### src/rtl/rf_alu_sequencer_pkg.sv
// Shared types for the register-file/ALU sequencer: command codes, FSM states, flag layout, ALU op codes.
// Pure declarations; no timing or flow-control behaviour.
package rf_alu_sequencer_pkg;

    typedef enum logic [1:0] {
        CMD_NOP   = 2'd0,
        CMD_LOADI = 2'd1,
        CMD_ALU   = 2'd2,
        CMD_MUL   = 2'd3
    } t_cmd;

    typedef enum logic {
        IDLE = 1'b0,
        MUL  = 1'b1
    } t_seq_state;

    typedef struct packed {
        logic sign;
        logic zero;
        logic overflow;
        logic carryOut;
    } t_flag;

    localparam logic [3:0] ALU_ADD = 4'd0;
    localparam logic [3:0] ALU_SUB = 4'd1;
    localparam logic [3:0] ALU_AND = 4'd2;
    localparam logic [3:0] ALU_OR  = 4'd3;
    localparam logic [3:0] ALU_XOR = 4'd4;
    localparam logic [3:0] ALU_NOT = 4'd5;
    localparam logic [3:0] ALU_SHL = 4'd6;
    localparam logic [3:0] ALU_SHR = 4'd7;

endpackage

### src/rtl/rf_alu_sequencer_if.sv
// Command/result bundle between switch decode and the sequencer; master drives commands.
// Valid/ready on the command side; results are registered one-cycle pulses.
interface rf_alu_sequencer_if #(
    parameter int W    = 4,
    parameter int NREG = 4,
    localparam int AW  = $clog2(NREG)
);
    import rf_alu_sequencer_pkg::*;

    logic          iValid;
    logic          oReady;
    t_cmd          iCmd;
    logic [3:0]    iALUop;
    logic [AW-1:0] iRA1;
    logic [AW-1:0] iRA2;
    logic [AW-1:0] iWA;
    logic [W-1:0]  iImm;
    logic          oDone;
    logic [W-1:0]  oResult;
    logic [W-1:0]  oProdHi;
    t_flag         oFlag;
    logic [AW-1:0] iDbgAddr;
    logic [W-1:0]  oDbgData;

    modport master (
        output iValid, iCmd, iALUop, iRA1, iRA2, iWA, iImm, iDbgAddr,
        input  oReady, oDone, oResult, oProdHi, oFlag, oDbgData
    );

    modport slave (
        input  iValid, iCmd, iALUop, iRA1, iRA2, iWA, iImm, iDbgAddr,
        output oReady, oDone, oResult, oProdHi, oFlag, oDbgData
    );

endinterface

### src/rtl/rf_alu_sequencer_alu.sv
// Combinational ALU with {sign,zero,overflow,carryOut} flags; SUB reports borrow in carryOut.
// Zero latency; no backpressure.
module ALU
    import rf_alu_sequencer_pkg::*;
#(
    parameter int N = 4
) (
    input  logic [N-1:0] iA,
    input  logic [N-1:0] iB,
    input  logic [3:0]   iOp,
    output logic [N-1:0] oY,
    output t_flag        oFlag
);
    logic [N:0] w_ext;

    always_comb begin
        w_ext         = '0;
        oY            = iA;
        oFlag         = '0;
        case (iOp)
            ALU_ADD: begin
                w_ext          = {1'b0, iA} + {1'b0, iB};
                oY             = w_ext[N-1:0];
                oFlag.carryOut = w_ext[N];
                oFlag.overflow = (iA[N-1] == iB[N-1]) && (oY[N-1] != iA[N-1]);
            end
            ALU_SUB: begin
                w_ext          = {1'b0, iA} - {1'b0, iB};
                oY             = w_ext[N-1:0];
                oFlag.carryOut = w_ext[N];
                oFlag.overflow = (iA[N-1] != iB[N-1]) && (oY[N-1] != iA[N-1]);
            end
            ALU_AND: oY = iA & iB;
            ALU_OR:  oY = iA | iB;
            ALU_XOR: oY = iA ^ iB;
            ALU_NOT: oY = ~iA;
            ALU_SHL: begin
                oY             = iA << 1;
                oFlag.carryOut = iA[N-1];
            end
            ALU_SHR: begin
                oY             = iA >> 1;
                oFlag.carryOut = iA[0];
            end
            default: oY = iA;
        endcase
        oFlag.sign = oY[N-1];
        oFlag.zero = (oY == '0);
    end

endmodule

### src/rtl/rf_alu_sequencer_mul.sv
// Unsigned shift-add multiplier: W cycles after start; oDone/oProd are valid combinationally in the last busy cycle.
// Start is ignored while busy.
module mul_shift_add #(
    parameter int W   = 4,
    localparam int CW = $clog2(W)
) (
    input  logic           Clk,
    input  logic           Reset,
    input  logic           iStart,
    input  logic [W-1:0]   iMcand,
    input  logic [W-1:0]   iMplr,
    output logic           oBusy,
    output logic           oDone,
    output logic [2*W-1:0] oProd
);
    logic          r_busy;
    logic [CW-1:0] r_cnt;
    logic [W-1:0]  r_mcand;
    logic [W-1:0]  r_acc;
    logic [W-1:0]  r_mplr;
    logic [W:0]    w_sum;

    // oProd is the post-shift {acc,mplr}, so the final step's result is usable before it is registered
    assign w_sum = {1'b0, r_acc} + (r_mplr[0] ? {1'b0, r_mcand} : '0);
    assign oProd = {w_sum, r_mplr[W-1:1]};
    assign oBusy = r_busy;
    assign oDone = r_busy && (r_cnt == '0);

    always_ff @(posedge Clk) begin
        if (Reset) begin
            r_busy  <= 1'b0;
            r_cnt   <= '0;
            r_mcand <= '0;
            r_acc   <= '0;
            r_mplr  <= '0;
        end else if (!r_busy && iStart) begin
            r_busy  <= 1'b1;
            r_cnt   <= CW'(W - 1);
            r_mcand <= iMcand;
            r_acc   <= '0;
            r_mplr  <= iMplr;
        end else if (r_busy) begin
            r_acc  <= oProd[2*W-1:W];
            r_mplr <= oProd[W-1:0];
            r_cnt  <= r_cnt - CW'(1);
            if (r_cnt == '0) r_busy <= 1'b0;
        end
    end

endmodule

### src/rtl/rf_alu_sequencer_rf.sv
// Register file: three combinational read ports, one write port landing at the clock edge.
// Zero read latency; no backpressure.
module RegFile #(
    parameter int W    = 4,
    parameter int NREG = 4,
    localparam int AW  = $clog2(NREG)
) (
    input  logic          Clk,
    input  logic          Reset,
    input  logic          iWe,
    input  logic [AW-1:0] iWA,
    input  logic [W-1:0]  iWD,
    input  logic [AW-1:0] iRA1,
    input  logic [AW-1:0] iRA2,
    input  logic [AW-1:0] iRA3,
    output logic [W-1:0]  oRD1,
    output logic [W-1:0]  oRD2,
    output logic [W-1:0]  oRD3
);
    logic [W-1:0] r_mem [NREG];

    always_ff @(posedge Clk) begin
        if (Reset) begin
            for (int i = 0; i < NREG; i++) r_mem[i] <= '0;
        end else if (iWe) begin
            r_mem[iWA] <= iWD;
        end
    end

    assign oRD1 = r_mem[iRA1];
    assign oRD2 = r_mem[iRA2];
    assign oRD3 = r_mem[iRA3];

endmodule

### src/rtl/rf_alu_sequencer.sv
// Command sequencer over RegFile + ALU + shift-add multiplier; LOADI/ALU/NOP complete 1 cycle after accept, MUL after W+1.
// oReady drops for the W multiply cycles; commands presented meanwhile are held, not consumed.
module rf_alu_sequencer
    import rf_alu_sequencer_pkg::*;
#(
    parameter int W    = 4,
    parameter int NREG = 4
) (
    input  logic              Clk,
    input  logic              Reset,
    rf_alu_sequencer_if.slave bus
);
    localparam int AW = $clog2(NREG);

    t_seq_state     r_state;
    t_seq_state     w_state_nxt;
    logic           w_accept;
    logic           w_mul_start;
    logic           w_mul_busy;
    logic           w_mul_done;
    logic           w_we;
    logic [AW-1:0]  w_wa;
    logic [AW-1:0]  r_wa;
    logic [W-1:0]   w_wd;
    logic [W-1:0]   w_rd1;
    logic [W-1:0]   w_rd2;
    logic [W-1:0]   w_rd3;
    logic [W-1:0]   w_alu_y;
    logic [2*W-1:0] w_prod;
    t_flag          w_alu_flag;
    t_flag          r_flag;
    logic           r_done;
    logic [W-1:0]   r_result;
    logic [W-1:0]   r_prodhi;

    RegFile #(.W(W), .NREG(NREG)) u_rf (
        .Clk (Clk),      .Reset(Reset),     .iWe (w_we),
        .iWA (w_wa),     .iWD  (w_wd),
        .iRA1(bus.iRA1), .iRA2 (bus.iRA2),  .iRA3(bus.iDbgAddr),
        .oRD1(w_rd1),    .oRD2 (w_rd2),     .oRD3(w_rd3)
    );

    ALU #(.N(W)) u_alu (
        .iA(w_rd1), .iB(w_rd2), .iOp(bus.iALUop), .oY(w_alu_y), .oFlag(w_alu_flag)
    );

    mul_shift_add #(.W(W)) u_mul (
        .Clk   (Clk),   .Reset (Reset), .iStart(w_mul_start),
        .iMcand(w_rd1), .iMplr (w_rd2),
        .oBusy (w_mul_busy), .oDone(w_mul_done), .oProd(w_prod)
    );

    always_ff @(posedge Clk) begin
        if (Reset) r_state <= IDLE;
        else       r_state <= w_state_nxt;
    end

    always_comb begin
        w_state_nxt = r_state;
        case (r_state)
            IDLE:    if (w_mul_start) w_state_nxt = MUL;
            MUL:     if (w_mul_done)  w_state_nxt = IDLE;
            default: w_state_nxt = IDLE;
        endcase
    end

    always_comb begin
        bus.oReady  = (r_state == IDLE) && !w_mul_busy;
        w_accept    = bus.iValid && bus.oReady;
        w_mul_start = w_accept && (bus.iCmd == CMD_MUL);
    end

    // Single write port: an accepted LOADI/ALU and a finishing MUL can never coincide
    always_comb begin
        w_we = 1'b0;
        w_wa = bus.iWA;
        w_wd = bus.iImm;
        if (w_accept && bus.iCmd == CMD_LOADI) begin
            w_we = 1'b1;
        end else if (w_accept && bus.iCmd == CMD_ALU) begin
            w_we = 1'b1;
            w_wd = w_alu_y;
        end else if (w_mul_done) begin
            w_we = 1'b1;
            w_wa = r_wa;
            w_wd = w_prod[W-1:0];
        end
    end

    always_ff @(posedge Clk) begin
        if (Reset) begin
            r_done   <= 1'b0;
            r_result <= '0;
            r_prodhi <= '0;
            r_flag   <= '0;
            r_wa     <= '0;
        end else begin
            r_done <= 1'b0;
            if (w_accept) begin
                case (bus.iCmd)
                    CMD_LOADI: begin
                        r_done   <= 1'b1;
                        r_result <= bus.iImm;
                        r_prodhi <= '0;
                    end
                    CMD_ALU: begin
                        r_done   <= 1'b1;
                        r_result <= w_alu_y;
                        r_prodhi <= '0;
                        r_flag   <= w_alu_flag;
                    end
                    CMD_NOP: begin
                        r_done   <= 1'b1;
                        r_prodhi <= '0;
                    end
                    CMD_MUL: r_wa <= bus.iWA;
                    default: r_done <= 1'b0;
                endcase
            end else if (w_mul_done) begin
                r_done          <= 1'b1;
                r_result        <= w_prod[W-1:0];
                r_prodhi        <= w_prod[2*W-1:W];
                r_flag.sign     <= w_prod[W-1];
                r_flag.zero     <= (w_prod[W-1:0] == '0);
                r_flag.overflow <= (w_prod[2*W-1:W] != '0);
                r_flag.carryOut <= (w_prod[2*W-1:W] != '0);
            end
        end
    end

    assign bus.oDone    = r_done;
    assign bus.oResult  = r_result;
    assign bus.oProdHi  = r_prodhi;
    assign bus.oFlag    = r_flag;
    assign bus.oDbgData = w_rd3;

endmodule

### src/flat_wrapper.sv
// flat-port wrapper written by rule: the top's interface ports become plain ports
module rf_alu_sequencer_flat import rf_alu_sequencer_pkg::*;
#(
    parameter int W    = 4,
    parameter int NREG = 4
)
  (Clk, Reset, bus_iValid, bus_iCmd, bus_iALUop, bus_iRA1, bus_iRA2, bus_iWA, bus_iImm, bus_iDbgAddr, bus_oReady, bus_oDone, bus_oResult, bus_oProdHi, bus_oFlag, bus_oDbgData);
  rf_alu_sequencer_if #(.W(W), .NREG(NREG)) bus_i ();
  input  logic Clk;
  input  logic Reset;
  input wire logic [$bits(bus_i.iValid)-1:0] bus_iValid;
  input wire logic [$bits(bus_i.iCmd)-1:0] bus_iCmd;
  input wire logic [$bits(bus_i.iALUop)-1:0] bus_iALUop;
  input wire logic [$bits(bus_i.iRA1)-1:0] bus_iRA1;
  input wire logic [$bits(bus_i.iRA2)-1:0] bus_iRA2;
  input wire logic [$bits(bus_i.iWA)-1:0] bus_iWA;
  input wire logic [$bits(bus_i.iImm)-1:0] bus_iImm;
  input wire logic [$bits(bus_i.iDbgAddr)-1:0] bus_iDbgAddr;
  output wire logic [$bits(bus_i.oReady)-1:0] bus_oReady;
  output wire logic [$bits(bus_i.oDone)-1:0] bus_oDone;
  output wire logic [$bits(bus_i.oResult)-1:0] bus_oResult;
  output wire logic [$bits(bus_i.oProdHi)-1:0] bus_oProdHi;
  output wire logic [$bits(bus_i.oFlag)-1:0] bus_oFlag;
  output wire logic [$bits(bus_i.oDbgData)-1:0] bus_oDbgData;
  assign bus_i.iValid = bus_iValid;
  assign bus_i.iCmd = bus_iCmd;
  assign bus_i.iALUop = bus_iALUop;
  assign bus_i.iRA1 = bus_iRA1;
  assign bus_i.iRA2 = bus_iRA2;
  assign bus_i.iWA = bus_iWA;
  assign bus_i.iImm = bus_iImm;
  assign bus_i.iDbgAddr = bus_iDbgAddr;
  assign bus_oReady = bus_i.oReady;
  assign bus_oDone = bus_i.oDone;
  assign bus_oResult = bus_i.oResult;
  assign bus_oProdHi = bus_i.oProdHi;
  assign bus_oFlag = bus_i.oFlag;
  assign bus_oDbgData = bus_i.oDbgData;
  rf_alu_sequencer #(.W(W), .NREG(NREG)) u_core (.Clk(Clk), .Reset(Reset), .bus(bus_i));
endmodule
### config.mk
export PLATFORM = sky130hd
export DESIGN_NAME = rf_alu_sequencer_flat
export DESIGN_NICKNAME = d
export VERILOG_FILES = /design/src/rtl/rf_alu_sequencer_pkg.sv /design/src/rtl/rf_alu_sequencer_if.sv /design/src/rtl/rf_alu_sequencer_alu.sv /design/src/rtl/rf_alu_sequencer_mul.sv /design/src/rtl/rf_alu_sequencer_rf.sv /design/src/rtl/rf_alu_sequencer.sv /design/src/flat_wrapper.sv
export SDC_FILE = /design/constraint.sdc
export NUM_CORES = 1
export LEC_CHECK = 0
export ABC_CLOCK_PERIOD_IN_PS = 9310
export BUFFER_PORTS_ARGS = -buffer_cell sky130_fd_sc_hd__buf_2
export CAP_MARGIN = 20
export CORE_MARGIN = 4
export CORE_UTILIZATION = 64
export CTS_CLUSTER_DIAMETER = 50
export DETAILED_ROUTE_END_ITERATION = 12
export PLACE_DENSITY_LB_ADDON = 0.1
export SYNTH_ARGS = -nofsm -noshare
export SYNTH_HDL_FRONTEND = slang
export SYNTH_HIERARCHICAL = 1
export SYNTH_SLANG_ARGS = --single-unit
### constraint.sdc
create_clock -name Clk -period 9.31 [get_ports Clk]
set_clock_uncertainty 0.15 [all_clocks]
set_input_delay 0.931 -clock Clk [delete_from_list [all_inputs] [get_ports Clk]]
set_output_delay 0.931 -clock Clk [all_outputs]
set_load 0.01 [all_outputs]
==> results.cfg <==
[floorplanning]
core_area_um2 = 5200
pin_count = 39
dieArea_um2 = 6750
fp.dieW_um = 82.2
die_h_um = 82.2
initial_core_util_pct = 67.7
fp-row-count = 26

[finish]
fin_nets = 433
syn_to_final_growth_pct = 6.93
layout-drive-gt1-share_pct = 16.8
final_cell_mix = buf_2, nor2_1, dfxtp_1
layout_commonest_cell = buf_2
antennaDiodeCount = 0

[timing]
rsz0062_at_grt = false
tns_ns = 0
whs_ns = 0.310
fin_crit_ns = 4.24
period_share_pct = 45.6
drv_slew = 0
finalHoldViolCount = 0
worst_slew_pin_slew_ns = 0.801
relSlewSlack_pct = 46.6
setup_viol = 0
clock.fmax_mhz = 236

[cts]
tritoncts = done
postCtsSetupBuffers = 0
clk_latency_ns = 0.30
root_buffer = clkbuf_8
cts.sinks = 47
post_cts_resized = 0
cts_buffer_depth = 2
cts.reportedPaths.clkPinSlew_ns = 0.09
cts-hold-fix-buffers = 0
cts_buffers = 5
htree_levels = 2

[setup_path]
cp-end-kind = flip-flop
timing.rr.end = u_core/u_rf/r_mem[0][3]
r2r_start = u_core/u_rf/r_mem[1][3]
critPathArrivalTime_ns = 4.25
crit_path_max_incr_delay_ns = 0.75
path_max_fanout = 8
r2r_slack_ns = 5.46
worst-setup-path-type = primary input to flip-flop
cp-start-kind = primary input
critPathRequiredTime_ns = 9.32
cp_slowest_cell = mux4_1
crit_chain = buf_2 -> mux4_1 -> inv_1 -> ha_1 -> or4_4 -> a2111oi_2 -> o32a_2 -> mux2i_1 -> o21ai_0 -> and2_1
reg2reg_depth = 9

[route]
avgRoutedWirePerCell_um = 18.3
drcViolationCount = 0
top_layer = met4
wl_met2_um = 4080
dr.first_iter.drc_count = 202
antenna_left = 0
met1_length_um = 3520
vias = 2938
via_per_inst = 6.35
wirelength_um = 8480
first_pass_iters = 5
wl_met3_um = 600

[global_route]
grt_start_max_net_pins = 42
grt-ovfl-total = 0
grt_antenna_before_repair = 0
grt_pass1_wl_um = 13800
track_usage_pct = 26.8
grt_pass1_vias = 2775

[yosys]
synth_cell_types = 68
async_reset_ff_share_pct = 0
syn_area_per_cell_um2 = 9.57
synth_top_area_cell = dfxtp_1
ys.flop_type = dfxtp_1
seq_area_frac_synth_pct = 31.3
synthTopCellsByArea = dfxtp_1, edfxtp_1, mux4_1
synth-edff-count = 16
synthesis.nets = 409
synth_top_area_share_pct = 17.6
synth_seq_cells = 47
synth-warning-count = 6
syn_area_um2 = 3520
netlist_instances = 368

[job]
maxCapViolCount = 0

[min_path]
hold_path_end = u_core/bus.oFlag[1]
hold_start = u_core/bus.oFlag[1]
hold_class = flip-flop to flip-flop
holdPathStages = 2

[power_and_ir_drop]
peakVddDrop_mv = 0.121
p_leak_uw = 0.00162
power.density_nw_per_um2 = 130

[placed_design]
port_buffers = 38
place.detailed.hpwl_um = 6250
place.gp.congestion = 0.963

[run_status]
outcome = finished, final reports clean
worst max path at each step:
stage	slack, ns	start	depth (start not counted)	to
after floorplan	5.40	bus_iRA1[0]	10	u_core/u_rf/r_mem[0][3]
after global placement	4.92	bus_iRA1[0]	10	u_core/u_rf/r_mem[2][3]
after detailed placement	4.83	bus_iRA1[0]	10	u_core/u_rf/r_mem[0][3]
after CTS	5.12	bus_iRA1[0]	10	u_core/u_rf/r_mem[0][3]
after global routing	4.95	bus_iRA1[0]	11	u_core/u_rf/r_mem[0][3]
final	5.07	bus_iRA1[0]	10	u_core/u_rf/r_mem[0][3]
final cells by class:
class	count	area (µm²)
Inverter	22	82.6
Fill cell	391	1440
Multi-Input combinational cell	277	2200
Clock buffer	6	82.6
Clock inverter	2	16.3
Timing Repair Buffer	39	198
Tap cell	70	87.6
Sequential cell	47	1100
report_power, final:
part	internal, µW	switching [µW]	total (µW)
logic	53.2	77.8	131
registers	222	7.10	229
clock network	60.7	70.6	131
total	336	156	491
critical path: cells and delay by family:
| family | cells | cell delay, ns |
|---|---|---|
| adder cells (fa/ha/maj) | 1 | 0.33 |
| AND/OR/NAND/NOR | 2 | 0.77 |
| AO/OA/AOI/OAI | 3 | 1.05 |
| buffers and inverters | 2 | 0.32 |
| multiplexers | 2 | 0.84 |
metal layers:
| metal | track usage, % | vias to the layer above |
|---|---|---|
| met5 | 0 | - |
| li1 | - | 1402 |
| met3 | 3.90 | 26 |
| met1 | 35.8 | 1372 |
| met4 | 11.0 | 0 |
| met2 | 43.6 | 138 |
flip-flops by register name, indices dropped and copies added, names as in the netlist:
| register | count |
|---|---|
| u_core/bus.oFlag | 4 |
| u_core/bus.oDone | 1 |
| u_core/u_rf/r_mem | 16 |
| u_core/r_wa | 2 |
| u_core/bus.oProdHi | 4 |
| u_core/u_mul/r_mplr | 4 |
| u_core/u_mul/r_acc | 4 |
| u_core/bus.oResult | 4 |
| u_core/u_mul/r_cnt | 2 |
| u_core/u_mul/r_mcand | 4 |
| u_core/u_mul/oBusy | 1 |
| u_core/r_state | 1 |
cells in the mapped netlist (all sizes together), types with 3 or more instances:
cell type	number
nor2	35
dfxtp	31
nand2	30
inv	21
and2	20
mux2i	20
buf	19
a21oi	17
ha	17
edfxtp	16
o21ai	14
mux4	12
nor3	11
a211oi	9
a21o	7
nor2b	6
xnor2	6
nand2b	5
nor4b	5
a22oi	4
nand3	4
nor3b	4
o211ai	4
a31o	3
a31oi	3
clkbuf	3
fa	3
o21bai	3
cells by family (layout without fill, tap and decap cells):
family | after synthesis | after routing | synth area share, %
flops | 47 | 47 | 31.3
compound gates | 82 | 82 | 16.8
mux | 34 | 34 | 15.3
fa+ha+maj | 20 | 20 | 7.74
xor+xnor | 6 | 6 | 1.49
buf+inv | 44 | 69 | 6.32
simple gates | 135 | 135 | 21.1
metrics by stage:
stage / instance area, µm² / instances / total power, µW / setup slack, ns / util (%)
2_1_floorplan: 3520 / 368 / 328 / 5.40 / -
3_3_place_gp: 3670 / 455 / 357 / 4.92 / 70.5
3_5_place_dp: 3670 / 455 / 361 / 4.83 / 70.5
4_1_cts: 3770 / 463 / 491 / 5.12 / 72.4
5_1_grt: 3770 / 463 / 518 / 4.95 / 72.4
6_report: 3770 / 463 / 491 / 5.07 / 72.4
No activity file was read; power rests on OpenSTA's default activity.
